<file path="src/rtl/cascade_cache_loader_if.sv">
// Stream-in and cache-write bus of the cascade cache loader.
// The master side feeds words and observes the cache writes; the slave side is the loader.
interface cascade_cache_loader_if #(
  parameter int ADDR_WIDTH = 17,
  parameter int WORD_SIZE  = 8
);
  logic                  in_valid;
  logic [WORD_SIZE-1:0]  in_data;
  logic                  in_ready;
  logic [ADDR_WIDTH-1:0] waddr;
  logic [WORD_SIZE-1:0]  wdata;
  logic                  we;

  modport master (output in_valid, in_data, input in_ready, waddr, wdata, we);
  modport slave  (input in_valid, in_data, output in_ready, waddr, wdata, we);
endinterface

</file>
<file path="src/rtl/cascade_cache_loader.sv">
// Fills the cascade cache from a valid/ready word stream and flags when a full cascade is resident.
// Optional CASCADE_LOADER_CHECKSUM_EN adds a 16-bit modular sum check gating cache_valid.
module cascade_cache_loader #(
  parameter int ADDR_WIDTH = 17,
  parameter int WORD_SIZE  = 8,
  parameter int WORDS      = 2**ADDR_WIDTH
) (
  input  logic                  clk,
  input  logic                  rst,
  input  logic                  start,
  input  logic [ADDR_WIDTH:0]   num_words,
`ifdef CASCADE_LOADER_CHECKSUM_EN
  input  logic [15:0]           exp_sum,
  output logic                  sum_err,
`endif
  output logic                  busy,
  output logic                  done,
  output logic                  cache_valid,
  output logic                  err,
  cascade_cache_loader_if.slave bus
);

  typedef enum logic [1:0] {IDLE, LOAD, FLUSH} state_t;

  localparam logic [ADDR_WIDTH:0] MAX_WORDS = (ADDR_WIDTH+1)'(WORDS);

  state_t                state;
  logic [ADDR_WIDTH:0]   target;
  logic [ADDR_WIDTH:0]   count;
  logic [ADDR_WIDTH:0]   count_nxt;
  logic [ADDR_WIDTH-1:0] addr;
  logic                  accept;
  logic                  wr_en;
  logic [ADDR_WIDTH-1:0] wr_addr;
  logic [WORD_SIZE-1:0]  wr_data;
  logic                  take;
  logic                  start_ok;

`ifdef CASCADE_LOADER_CHECKSUM_EN
  logic [15:0] sum;
  logic [15:0] sum_ref;

  function automatic logic [15:0] sum_add(input logic [15:0] acc, input logic [WORD_SIZE-1:0] w);
    return acc + 16'(w);
  endfunction
`endif

  assign take      = accept & bus.in_valid;
  assign count_nxt = count + (ADDR_WIDTH+1)'(1);
  assign start_ok  = (num_words != '0) && (num_words <= MAX_WORDS);

  assign bus.in_ready = accept;
  assign bus.we       = wr_en;
  assign bus.waddr    = wr_addr;
  assign bus.wdata    = wr_data;

  always_ff @(posedge clk or posedge rst) begin
    if (rst) begin
      state       <= IDLE;
      accept      <= 1'b0;
      wr_en       <= 1'b0;
      wr_addr     <= '0;
      wr_data     <= '0;
      busy        <= 1'b0;
      done        <= 1'b0;
      cache_valid <= 1'b0;
      err         <= 1'b0;
      target      <= '0;
      count       <= '0;
      addr        <= '0;
`ifdef CASCADE_LOADER_CHECKSUM_EN
      sum         <= '0;
      sum_ref     <= '0;
      sum_err     <= 1'b0;
`endif
    end else begin
      wr_en <= 1'b0;
      done  <= 1'b0;
      err   <= 1'b0;
`ifdef CASCADE_LOADER_CHECKSUM_EN
      sum_err <= 1'b0;
`endif
      case (state)
        IDLE: begin
          if (start) begin
            if (start_ok) begin
              target      <= num_words;
              count       <= '0;
              addr        <= '0;
              cache_valid <= 1'b0;
              busy        <= 1'b1;
              accept      <= 1'b1;
              state       <= LOAD;
`ifdef CASCADE_LOADER_CHECKSUM_EN
              sum         <= '0;
              sum_ref     <= exp_sum;
`endif
            end else begin
              err <= 1'b1;
            end
          end
        end
        LOAD: begin
          if (take) begin
            wr_en   <= 1'b1;
            wr_addr <= addr;
            wr_data <= bus.in_data;
            addr    <= addr + ADDR_WIDTH'(1);
            count   <= count_nxt;
`ifdef CASCADE_LOADER_CHECKSUM_EN
            sum     <= sum_add(sum, bus.in_data);
`endif
            // Drop ready right after the last word so nothing extra is consumed.
            if (count_nxt == target) begin
              accept <= 1'b0;
              state  <= FLUSH;
            end
          end
        end
        FLUSH: begin
          busy  <= 1'b0;
          done  <= 1'b1;
          state <= IDLE;
`ifdef CASCADE_LOADER_CHECKSUM_EN
          if (sum == sum_ref) cache_valid <= 1'b1;
          else                sum_err     <= 1'b1;
`else
          cache_valid <= 1'b1;
`endif
        end
        default: state <= IDLE;
      endcase
    end
  end

endmodule

</file>
<file path="src/flat_wrapper.sv">
// flat-port wrapper written by rule: the top's interface ports become plain ports
module cascade_cache_loader_flat 
#(
  parameter int ADDR_WIDTH = 17,
  parameter int WORD_SIZE  = 8,
  parameter int WORDS      = 2**ADDR_WIDTH
)
  (clk, rst, start, num_words, busy, done, cache_valid, err, bus_in_valid, bus_in_data, bus_in_ready, bus_waddr, bus_wdata, bus_we);
  cascade_cache_loader_if #(.ADDR_WIDTH(ADDR_WIDTH), .WORD_SIZE(WORD_SIZE)) bus_i ();
  input  logic clk;
  input  logic rst;
  input  logic start;
  input  logic [ADDR_WIDTH:0] num_words;
  output logic busy;
  output logic done;
  output logic cache_valid;
  output logic err;
  input wire logic [$bits(bus_i.in_valid)-1:0] bus_in_valid;
  input wire logic [$bits(bus_i.in_data)-1:0] bus_in_data;
  output wire logic [$bits(bus_i.in_ready)-1:0] bus_in_ready;
  output wire logic [$bits(bus_i.waddr)-1:0] bus_waddr;
  output wire logic [$bits(bus_i.wdata)-1:0] bus_wdata;
  output wire logic [$bits(bus_i.we)-1:0] bus_we;
  assign bus_i.in_valid = bus_in_valid;
  assign bus_i.in_data = bus_in_data;
  assign bus_in_ready = bus_i.in_ready;
  assign bus_waddr = bus_i.waddr;
  assign bus_wdata = bus_i.wdata;
  assign bus_we = bus_i.we;
  cascade_cache_loader #(.ADDR_WIDTH(ADDR_WIDTH), .WORD_SIZE(WORD_SIZE), .WORDS(WORDS)) u_core (.clk(clk), .rst(rst), .start(start), .num_words(num_words), .busy(busy), .done(done), .cache_valid(cache_valid), .err(err), .bus(bus_i));
endmodule
</file>
<file path="config.mk">
export PLATFORM = sky130hd
export DESIGN_NAME = cascade_cache_loader_flat
export DESIGN_NICKNAME = d
export VERILOG_FILES = /design/src/rtl/cascade_cache_loader_if.sv /design/src/rtl/cascade_cache_loader.sv /design/src/flat_wrapper.sv
export SDC_FILE = /design/constraint.sdc
export NUM_CORES = 1
export LEC_CHECK = 0
export BUFFER_PORTS_ARGS = -buffer_cell sky130_fd_sc_hd__buf_2
export CAP_MARGIN = 20
export CORE_ASPECT_RATIO = 1.4
export CORE_MARGIN = 2
export CORE_UTILIZATION = 60
export DETAILED_ROUTE_END_ITERATION = 16
export GPL_TIMING_DRIVEN = 1
export PLACE_DENSITY = 0.83
export SLEW_MARGIN = 20
export SYNTH_ARGS = -nofsm -noshare
export SYNTH_HDL_FRONTEND = slang
export SYNTH_SLANG_ARGS = --single-unit
</file>
<file path="constraint.sdc">
create_clock -name clk -period 8.48 [get_ports clk]
set_input_delay 1.696 -clock clk [delete_from_list [all_inputs] [get_ports clk]]
set_output_delay 1.696 -clock clk [all_outputs]
set_load 0.01 [all_outputs]
</file>
* After elaboration in Yosys (flattened, before gate mapping) *
Cells that the tools add are included.

storage, ports and cells
  output and inout bits = 31
  bits in registers = 86
  word-level logic and storage cells = 62
  input port bits = 30

operators by class
  $add $sub $neg = 2
  bitwise gates (word level) = 1
  reduce and logical (&&, ||, !) cells = 11
  muxes and demuxes = 28
  magnitude comparators = 1
  equality and inequality tests = 7

operator list
  kind                                                             number
  18-bit two-way mux                                               3
  17-bit two-way mux                                               3
  18-bit case mux with 2 select lines                              1
  17-bit case mux with 2 select lines                              1
  18-bit by 1-bit adder with 18-bit output, second input constant  1
  18-bit == test                                                   1
  18-bit <= comparator, second input constant                      1
  18-bit nonzero test                                              1
  17-bit by 1-bit adder with 17-bit output, second input constant  1
  1-bit two-way mux                                                12
  2-bit two-way mux                                                4
  4-bit AND reduction                                              2
  2-bit by 1-bit != test with 1-bit output, second input constant  3
  1-bit case mux with 2 select lines                               3
  3-bit AND reduction                                              2
  5-bit AND reduction                                              1
  2-bit case mux with 2 select lines                               1
  2-bit nonzero test                                               2
  2-bit by 1-bit == test with 1-bit output, second input constant  1
  2-bit == test, second input constant                             1
  2-bit logical NOT                                                1
  2-bit != test, second input constant                             1
  2-bit AND reduction                                              1
  1-bit AND                                                        1
  1-bit logical AND                                                1

* Depth between registers and ports, before layout *
Gate-level depths: netlist of the first run.

  depth in word-level cells = 5
  depth in mapped cells = 8
  mapped depth without buffers = 7

* Least setup slack after synthesis of the first run *
OpenSTA, ideal clock, no wires.

  path kind = input -> register
  start = input port num_words[13]
  end = register u_core.addr[14]
  stages = 6
  setup time = 0.066 ns
  path slack = 4.941 ns
  buffers on the path = 1
  required time = 8.414 ns
  data arrival time = 3.473 ns
  path through = or3_1 or4_4 and3_1 buf_6 or4_1 nand2_1

on the way
  longest elaborated chain between the ends = 4
  elaborated cells between the ends (all ways) = 5
  classes of those cells = order compare: 1; eq/ne: 1; reduce/logical: 3

ends and longest elaborated chain
  element                                                      line                         RTL
  from (decl)                                                  flat_wrapper.sv:13           input logic [ADDR_WIDTH:0] num_words;
  18-bit <= comparator or 18-bit nonzero test (tied branches)  cascade_cache_loader.sv:50   assign start_ok = (num_words != '0) && (num_words <= MAX_WORDS);
  1-bit logical AND *                                          cascade_cache_loader.sv:50
  2-bit by 1-bit != test with 1-bit output (no line) *         --
  4-bit AND reduction (no line) *                              --
  to (signal assigned)                                         cascade_cache_loader.sv:108  addr <= addr + ADDR_WIDTH'(1);
  to (decl)                                                    cascade_cache_loader.sv:31   logic [ADDR_WIDTH-1:0] addr;

Every way passes the cells marked *; elsewhere a longest branch is shown, timed or not.
A chain may end at the register's enable or synchronous reset.

* Worst setup path after layout of the first run *
  start = input port num_words[9]
  end = register u_core.addr[16]

Same word-level chain as after synthesis.

==> results.ini, run 1 <==
[global_routing]
grt_pass1_wl_microns = 15200
grt_max_degree = 87
grt_antenna_before_repair = 0
grt_pass1_vias = 3338
grt_usage = 0.260
grt_remaining_overflow = 0

[synth]
synth_area_leaders = dfrtp_1 (51%), nand2_1 (14%), xnor2_1 (4.2%)
yosys.area.top_type = dfrtp_1
synth.distinct_cells = 39
synth_area_sq_mm = 0.00418
async_flop_share = 1.00
synth.top_cell.area_share = 0.514
synthCells = 479
synth_edf_count = 0
yosysSeqAreaShare = 0.514
syn_nets = 511
yosysWarningCount = 0
synth_top_flop_cell = dfrtp_1
ys_ff_latch = 86
syn_area_per_cell_sq_um = 8.73

[clock_tree]
clock_latency_ps = 370
cts_tree = built
post_cts_buffers = 0
ctsHoldBuffers = 0
clk_pin_slew_ps = 80
cts_buffer_depth = 2
cts.sinks = 86
root_buffer = clkbuf_8
htreeDepth = 3
ctsResizeCount = 0
cts-buffers-inserted = 9

[sta]
max_freq_ghz = 0.274
rsz0062_at_grt = false
tightest_slew_ps = 921
tns_ps = 0
finalCriticalPeriod_ps = 3640
maxSlewHeadroom = 0.384
report.final.hold_viol_count = 0
fin_crit_sh = 0.430
setup_slack_ps = 4840
fin_skew_ps = 5.30
report.final.slew_viol_count = 0
setup_viol = 0

[pwr]
irDropWorstVdd_v = 0.000144
p_leak_nw = 2.33
p_per_area_mw_per_mm2 = 256
fin_total_pwr_w = 0.00121

[flow_run]
maxCapViolCount = 0

[cells_and_area]
syn_to_final_growth_pct = 12.4
drive_above_1_share = 0.154
diodes = 0
nets = 560
fin_util = 0.687
fill_cells = 595

[place]
pre_cts_ws_ps = 4480
portBuffers = 60
dp_hpwl_microns = 6150
globalplace.congestion = 0.899

[run_status]
status = finished, final reports clean

[routing]
routed_via_density = 5.66
avgRoutedWirePerCell_microns = 14.3
drc = 0
drt_pre_antenna_iters = 5
via_count = 3554
ant_nets = 0
drtIter0Drc = 228
wirelength_microns = 8970

[die]
core_sq_mm = 0.00685
start_util = 0.611
rows = 36
die_h_microns = 103
die_area_sq_mm = 0.00767
pin_count = 61
die_w_microns = 74.6

[setup_path]
criticalPathCategory = in -> reg
worstPathArrival_ps = 3930
worstPathMaxFanout = 21
cp-end-kind = register
required_ps = 8770
critPathLaunchType = input port

[min_path]
hold_class = reg -> reg

==> layout make-up <==
type | instances | area (sq um) | share of cell area
Timing Repair Buffer | 64 | 334 | 0.0710
Clock inverter | 6 | 38.8 | 0.00825
Tap cell | 95 | 119 | 0.0253
Multi-Input combinational cell | 358 | 1900 | 0.403
Clock buffer | 10 | 128 | 0.0271
Sequential cell | 86 | 2150 | 0.458
Inverter | 9 | 35.0 | 0.00745
==> flip-flops by register name, summed over array words and instances, names as in the netlist <==
signal               flops
u_core.err               1
u_core.bus.waddr        17
u_core.count            18
u_core.cache_valid       1
u_core.bus.wdata         8
u_core.addr             17
u_core.bus.in_ready      1
u_core.state             2
u_core.bus.we            1
u_core.target           18
u_core.done              1
u_core.busy              1
==> worst paths after layout <==
path | slack, ps | start | cells after the start | end
worst max-delay path | 4840 | num_words[9] | 7 | u_core.addr[16]
worst min-delay path | 470 | u_core.bus.waddr[5] | 2 | u_core.bus.waddr[5]
worst max register to register | 5540 | u_core.count[0] | 7 | u_core.state[0]
worst min register to register | 470 | u_core.bus.waddr[5] | 2 | u_core.bus.waddr[5]
max in group asynchronous | 6450 | rst | 3 | u_core.count[10]
min in group asynchronous | 1510 | rst | 3 | u_core.bus.waddr[1]
==> cell usage in the layout, fill, tap and decap left out, drive strengths merged, types with 7 or more instances in the layout <==
cell    netlist  final
xnor2        20     20
nor4         11     11
inv           9      8
xor2         13     13
a21oi         9      9
nor2         26     26
clkbuf       20     10
or3           7      7
nand2       154    154
buf           6     64
o21ai        34     34
nand3        14     14
dfrtp        86     86
o31ai         8      8
nand4        13     13
==> through the flow <==
step	hold WS (ps)	cell area, sq um	std cells
6_report	472	4700	628
5_1_grt	507	4700	628
4_1_cts	477	4700	628
3_3_place_gp	451	4530	612
3_5_place_dp	457	4530	612
2_1_floorplan	447	4180	479
==> synth_stat cells (2+ instances only) <==
cell type  count
nand2_1      154
dfrtp_1       86
o21ai_0       34
nor2_1        26
clkbuf_1      20
xnor2_1       20
nand3_1       14
nand4_1       13
xor2_1        13
nor4_1        11
a21oi_1        9
inv_1          9
o31ai_1        8
or3_1          7
a31oi_1        5
and3_1         5
nor3_1         5
or4_1          4
a21o_1         3
and4_1         3
buf_2          3
o41ai_1        3
buf_1          2
ha_1           2
nand2b_1       2
nor2b_1        2
nor3b_1        2
o2111ai_1      2
o211ai_1       2
==> logic make-up after synthesis <==
| group | synth area share |
|---|---|
| adder cells (fa/ha/maj) | 0.00598 |
| AO/OA/AOI/OAI | 0.103 |
| flip-flops | 0.514 |
| XOR/XNOR | 0.0745 |
| AND/OR/NAND/NOR | 0.268 |
| buffers and inverters | 0.0341 |
==> layer usage <==
metal	track usage	vias to the layer above	share of wire
met5	0	-	0
met4	0.166	0	0.042
met3	0.0538	28	0.046
met2	0.412	104	0.50
met1	0.320	1694	0.41
li1	-	1728	-
==> report_power, final <==
part	internal (W)	switching (W)	leakage (nW)	total, W
sequential	0.000508	0.0000805	1.14	0.000588
combinational	0.000152	0.000215	1.11	0.000368
clock	0.000105	0.000144	0.0820	0.000249
==> critical path: stages <==
cell	delay, ps
buf_2	110
nor4_1	380
nand2_1	120
o31ai_1	410
a31oi_2	450
or4_1	610
a21oi_1	150
Power figures use the tool's default switching activity.
==> run 2, diff against run 1 <==
--- a/config.mk
+++ b/config.mk
@@ -5,14 +5,15 @@
 export SDC_FILE = /design/constraint.sdc
 export NUM_CORES = 1
 export LEC_CHECK = 0
+export ABC_AREA = 1
 export BUFFER_PORTS_ARGS = -buffer_cell sky130_fd_sc_hd__buf_2
 export CAP_MARGIN = 20
 export CORE_ASPECT_RATIO = 1.4
 export CORE_MARGIN = 2
-export CORE_UTILIZATION = 60
+export CORE_UTILIZATION = 58
 export DETAILED_ROUTE_END_ITERATION = 16
 export GPL_TIMING_DRIVEN = 1
-export PLACE_DENSITY = 0.83
+export PLACE_DENSITY = 0.8
 export SLEW_MARGIN = 20
 export SYNTH_ARGS = -nofsm -noshare
 export SYNTH_HDL_FRONTEND = slang
==> constraint.sdc (replaced) <==
create_clock -name clk -period 3.7 [get_ports clk]
set_input_delay 0.74 -clock clk [delete_from_list [all_inputs] [get_ports clk]]
set_output_delay 0.74 -clock clk [all_outputs]
set_load 0.01 [all_outputs]
==> results.ini, run 2 <==
[clock_tree]
root_buffer = clkbuf_8  ; unchanged
cts-buffers-inserted = 9  ; unchanged
cts.sinks = 86  ; unchanged
clk_pin_slew_ps = 80  ; about the same
post_cts_buffers = 0  ; unchanged
htreeDepth = 3  ; unchanged
ctsHoldBuffers = 0  ; unchanged
cts_tree = built  ; unchanged
cts_buffer_depth = 2  ; unchanged
clock_latency_ps = 350  ; was 370 ps
ctsResizeCount = 0  ; unchanged

[cells_and_area]
nets = 668  ; was 560
syn_to_final_growth_pct = 12.4  ; about the same
layout_common_cells = nand2_1 (167), dfrtp_1 (86), inv_1 (75)  ; was nand2_1 (154), dfrtp_1 (86), buf_2 (60)
final_common_cell = nand2_1  ; unchanged
reg_top3 = u_core.count (18), u_core.target (18)  ; unchanged
diodes = 0  ; unchanged
drive_above_1_share = 0.169  ; was 0.154

[synth]
synth_area_leaders = dfrtp_1 (48%), nand2_1 (14%), inv_1 (6.4%)  ; was dfrtp_1 (51%), nand2_1 (14%), xnor2_1 (4.2%)
ys_ff_latch = 86  ; unchanged
syn_nets = 608  ; was 511
synth.distinct_cells = 32  ; was 39
synth_edf_count = 0  ; unchanged
synth_top_flop_cell = dfrtp_1  ; unchanged
syn_area_per_cell_sq_um = 7.78  ; was 8.73 sq um
synth_area_sq_mm = 0.00448  ; was 0.00418 sq mm
yosysWarningCount = 0  ; unchanged
yosysSeqAreaShare = 0.480  ; was 0.514
yosys.area.top_type = dfrtp_1  ; unchanged
async_flop_share = 1.00  ; unchanged
synth_commonest_cells = nand2_1 (167), dfrtp_1 (86), inv_1 (76), o21ai_0 (51), nand3_1 (50)  ; was nand2_1 (154), dfrtp_1 (86), o21ai_0 (34), nor2_1 (26)
synthCells = 576  ; was 479
synth.most_common_cell = nand2_1  ; unchanged
synth.top_cell.area_share = 0.480  ; was 0.514

[min_path]
hold_path_end = u_core.bus.wdata[0]  ; was u_core.bus.waddr[5]
min_path_cells = 2  ; unchanged
hold_class = reg -> reg  ; unchanged
hp-start = u_core.bus.wdata[0]  ; was u_core.bus.waddr[5]

[pwr]
irDropWorstVdd_v = 0.000275  ; was 0.000144 V
p_per_area_mw_per_mm2 = 307  ; was 256 mW/mm^2
p_leak_nw = 2.79  ; was 2.33 nW
fin_total_pwr_w = 0.00155  ; was 0.00121 W

[sta]
report.final.hold_viol_count = 0  ; unchanged
max_freq_ghz = 0.432
report.final.slew_viol_count = 0  ; unchanged
finalCriticalPeriod_ps = 2310
maxSlewHeadroom = 0.458  ; was 0.384
fin_skew_ps = 9.51  ; was 5.30 ps
setup_viol = 0  ; unchanged
tightest_slew_ps = 810  ; was 921 ps
rsz0062_at_grt = false  ; unchanged
setup_slack_ps = 1390  ; was 4840 ps
tns_ps = 0  ; unchanged
fin_crit_sh = 0.625

[place]
dp_hpwl_microns = 7250  ; was 6150 microns
portBuffers = 60  ; unchanged
pre_cts_ws_ps = 1070  ; was 4480 ps
globalplace.congestion = 0.972  ; was 0.899

[routing]
drtIter0Drc = 276  ; was 228
drt_pre_antenna_iters = 4  ; was 5
routed_via_density = 5.24  ; was 5.66
drc = 0  ; unchanged
ant_nets = 0  ; unchanged
wirelength_microns = 9930  ; was 8970 microns
via_count = 3859  ; was 3554
avgRoutedWirePerCell_microns = 13.5  ; was 14.3 microns

[global_routing]
grt_usage = 0.258  ; was 0.260
grt_max_degree = 51  ; was 87
grt_pass1_vias = 4024  ; was 3338
grt_remaining_overflow = 0  ; unchanged
grt_antenna_before_repair = 0  ; unchanged
grt_pass1_wl_microns = 17100  ; was 15200 microns

[die]
rows = 37  ; was 36
pin_count = 61  ; unchanged
start_util = 0.605  ; was 0.611
die_area_sq_mm = 0.00846  ; was 0.00767 sq mm
die_w_microns = 78.3  ; was 74.6 microns
core_sq_mm = 0.00741  ; was 0.00685 sq mm
die_h_microns = 108  ; was 103 microns

[setup_path]
required_ps = 3950  ; was 8770 ps
criticalPathCategory = in -> reg  ; unchanged
regToRegSetupSlack_ps = 1530  ; was 5540 ps
critPathLaunchType = input port  ; unchanged
r2r-end = u_core.bus.in_ready  ; was u_core.state[0]
worstPathMaxFanout = 45  ; was 21
cp-end-kind = register  ; unchanged
worstRegToRegCells = 14  ; was 7
r2r_start = u_core.count[0]  ; unchanged
worstPathArrival_ps = 2560  ; was 3930 ps

[flow_run]
maxCapViolCount = 0  ; unchanged

[run_status]
status = finished, final reports clean  ; unchanged

-- run 2: cell count changes after synthesis, moves of 13 or more --
| cell | before | now |
|---|---|---|
| xnor2_1 | 20 | 4 |
| inv_1 | 9 | 76 |
| nand2_1 | 154 | 167 |
| nor2_1 | 26 | 43 |
| nand3_1 | 14 | 50 |
| o21ai_0 | 34 | 51 |
-- run 2: worst max path at each step --
stage	to	startpoint
final	u_core.addr[15]	num_words[4]
after global routing	u_core.addr[15]	num_words[6]
after CTS	u_core.addr[15]	num_words[6]
after detailed placement	u_core.addr[6]	num_words[6]
after global placement	u_core.addr[15]	num_words[12]
after floorplan	u_core.addr[0]	rst
-- run 2: layer usage --
metal / up-vias / part of all wire / track usage / routed length, microns
li1: 1923 / - / - / -
met1: 1838 / 0.38 / 0.272 / 3810
met2: 76 / 0.55 / 0.488 / 5460
met3: 22 / 0.038 / 0.0392 / 374
met4: 0 / 0.029 / 0.139 / 291
met5: - / 0 / 0 / 0
-- run 2: cells by family (layout without fill, tap and decap cells) --
group,Yosys count,count (layout),synth area share
buffers and inverters,94,158,0.0812
DFF,86,86,0.480
xor gates and xnor gates,21,21,0.0461
and+or+nand+nor,307,307,0.311
AOI/OAI and AO/OA,66,66,0.0765
adders and majority gates,2,2,0.00558
-- run 2: cell type report --
type	instances	area, sq um
Clock inverter	4	25.0
Multi-Input combinational cell	396	1970
Sequential cell	86	2150
Fill cell	639	2370
Timing Repair Buffer	64	343
Tap cell	97	121
Clock buffer	11	131
Inverter	79	298
-- run 2: where the power goes --
| group | internal (W) | switching [W] | total, W |
|---|---|---|---|
| logic | 0.0000152 | 0.0000297 | 0.0000450 |
| clock network | 0.000238 | 0.000324 | 0.000562 |
| registers | 0.000939 | 0 | 0.000939 |
-- run 2: through the flow --
stage                     hold slack (ps)  instances  instance area [sq um]  utilization
after floorplan                       453        576                   4480            -
after global placement                450        722                   4880        0.659
after detailed placement              455        722                   4880        0.659
after CTS                             475        737                   5040        0.680
after global routing                  494        737                   5040        0.680
final                                 473        737                   5040        0.680
-- run 2: critical path, stage by stage --
cell     delay [ps]
buf_2           110
nor2_1          110
nand4_1         180
nor4_2          210
nand2_1          80
nand2_1          90
nand4_2         100
nand2_2         620
nand3_1         200
o21ai_0         120
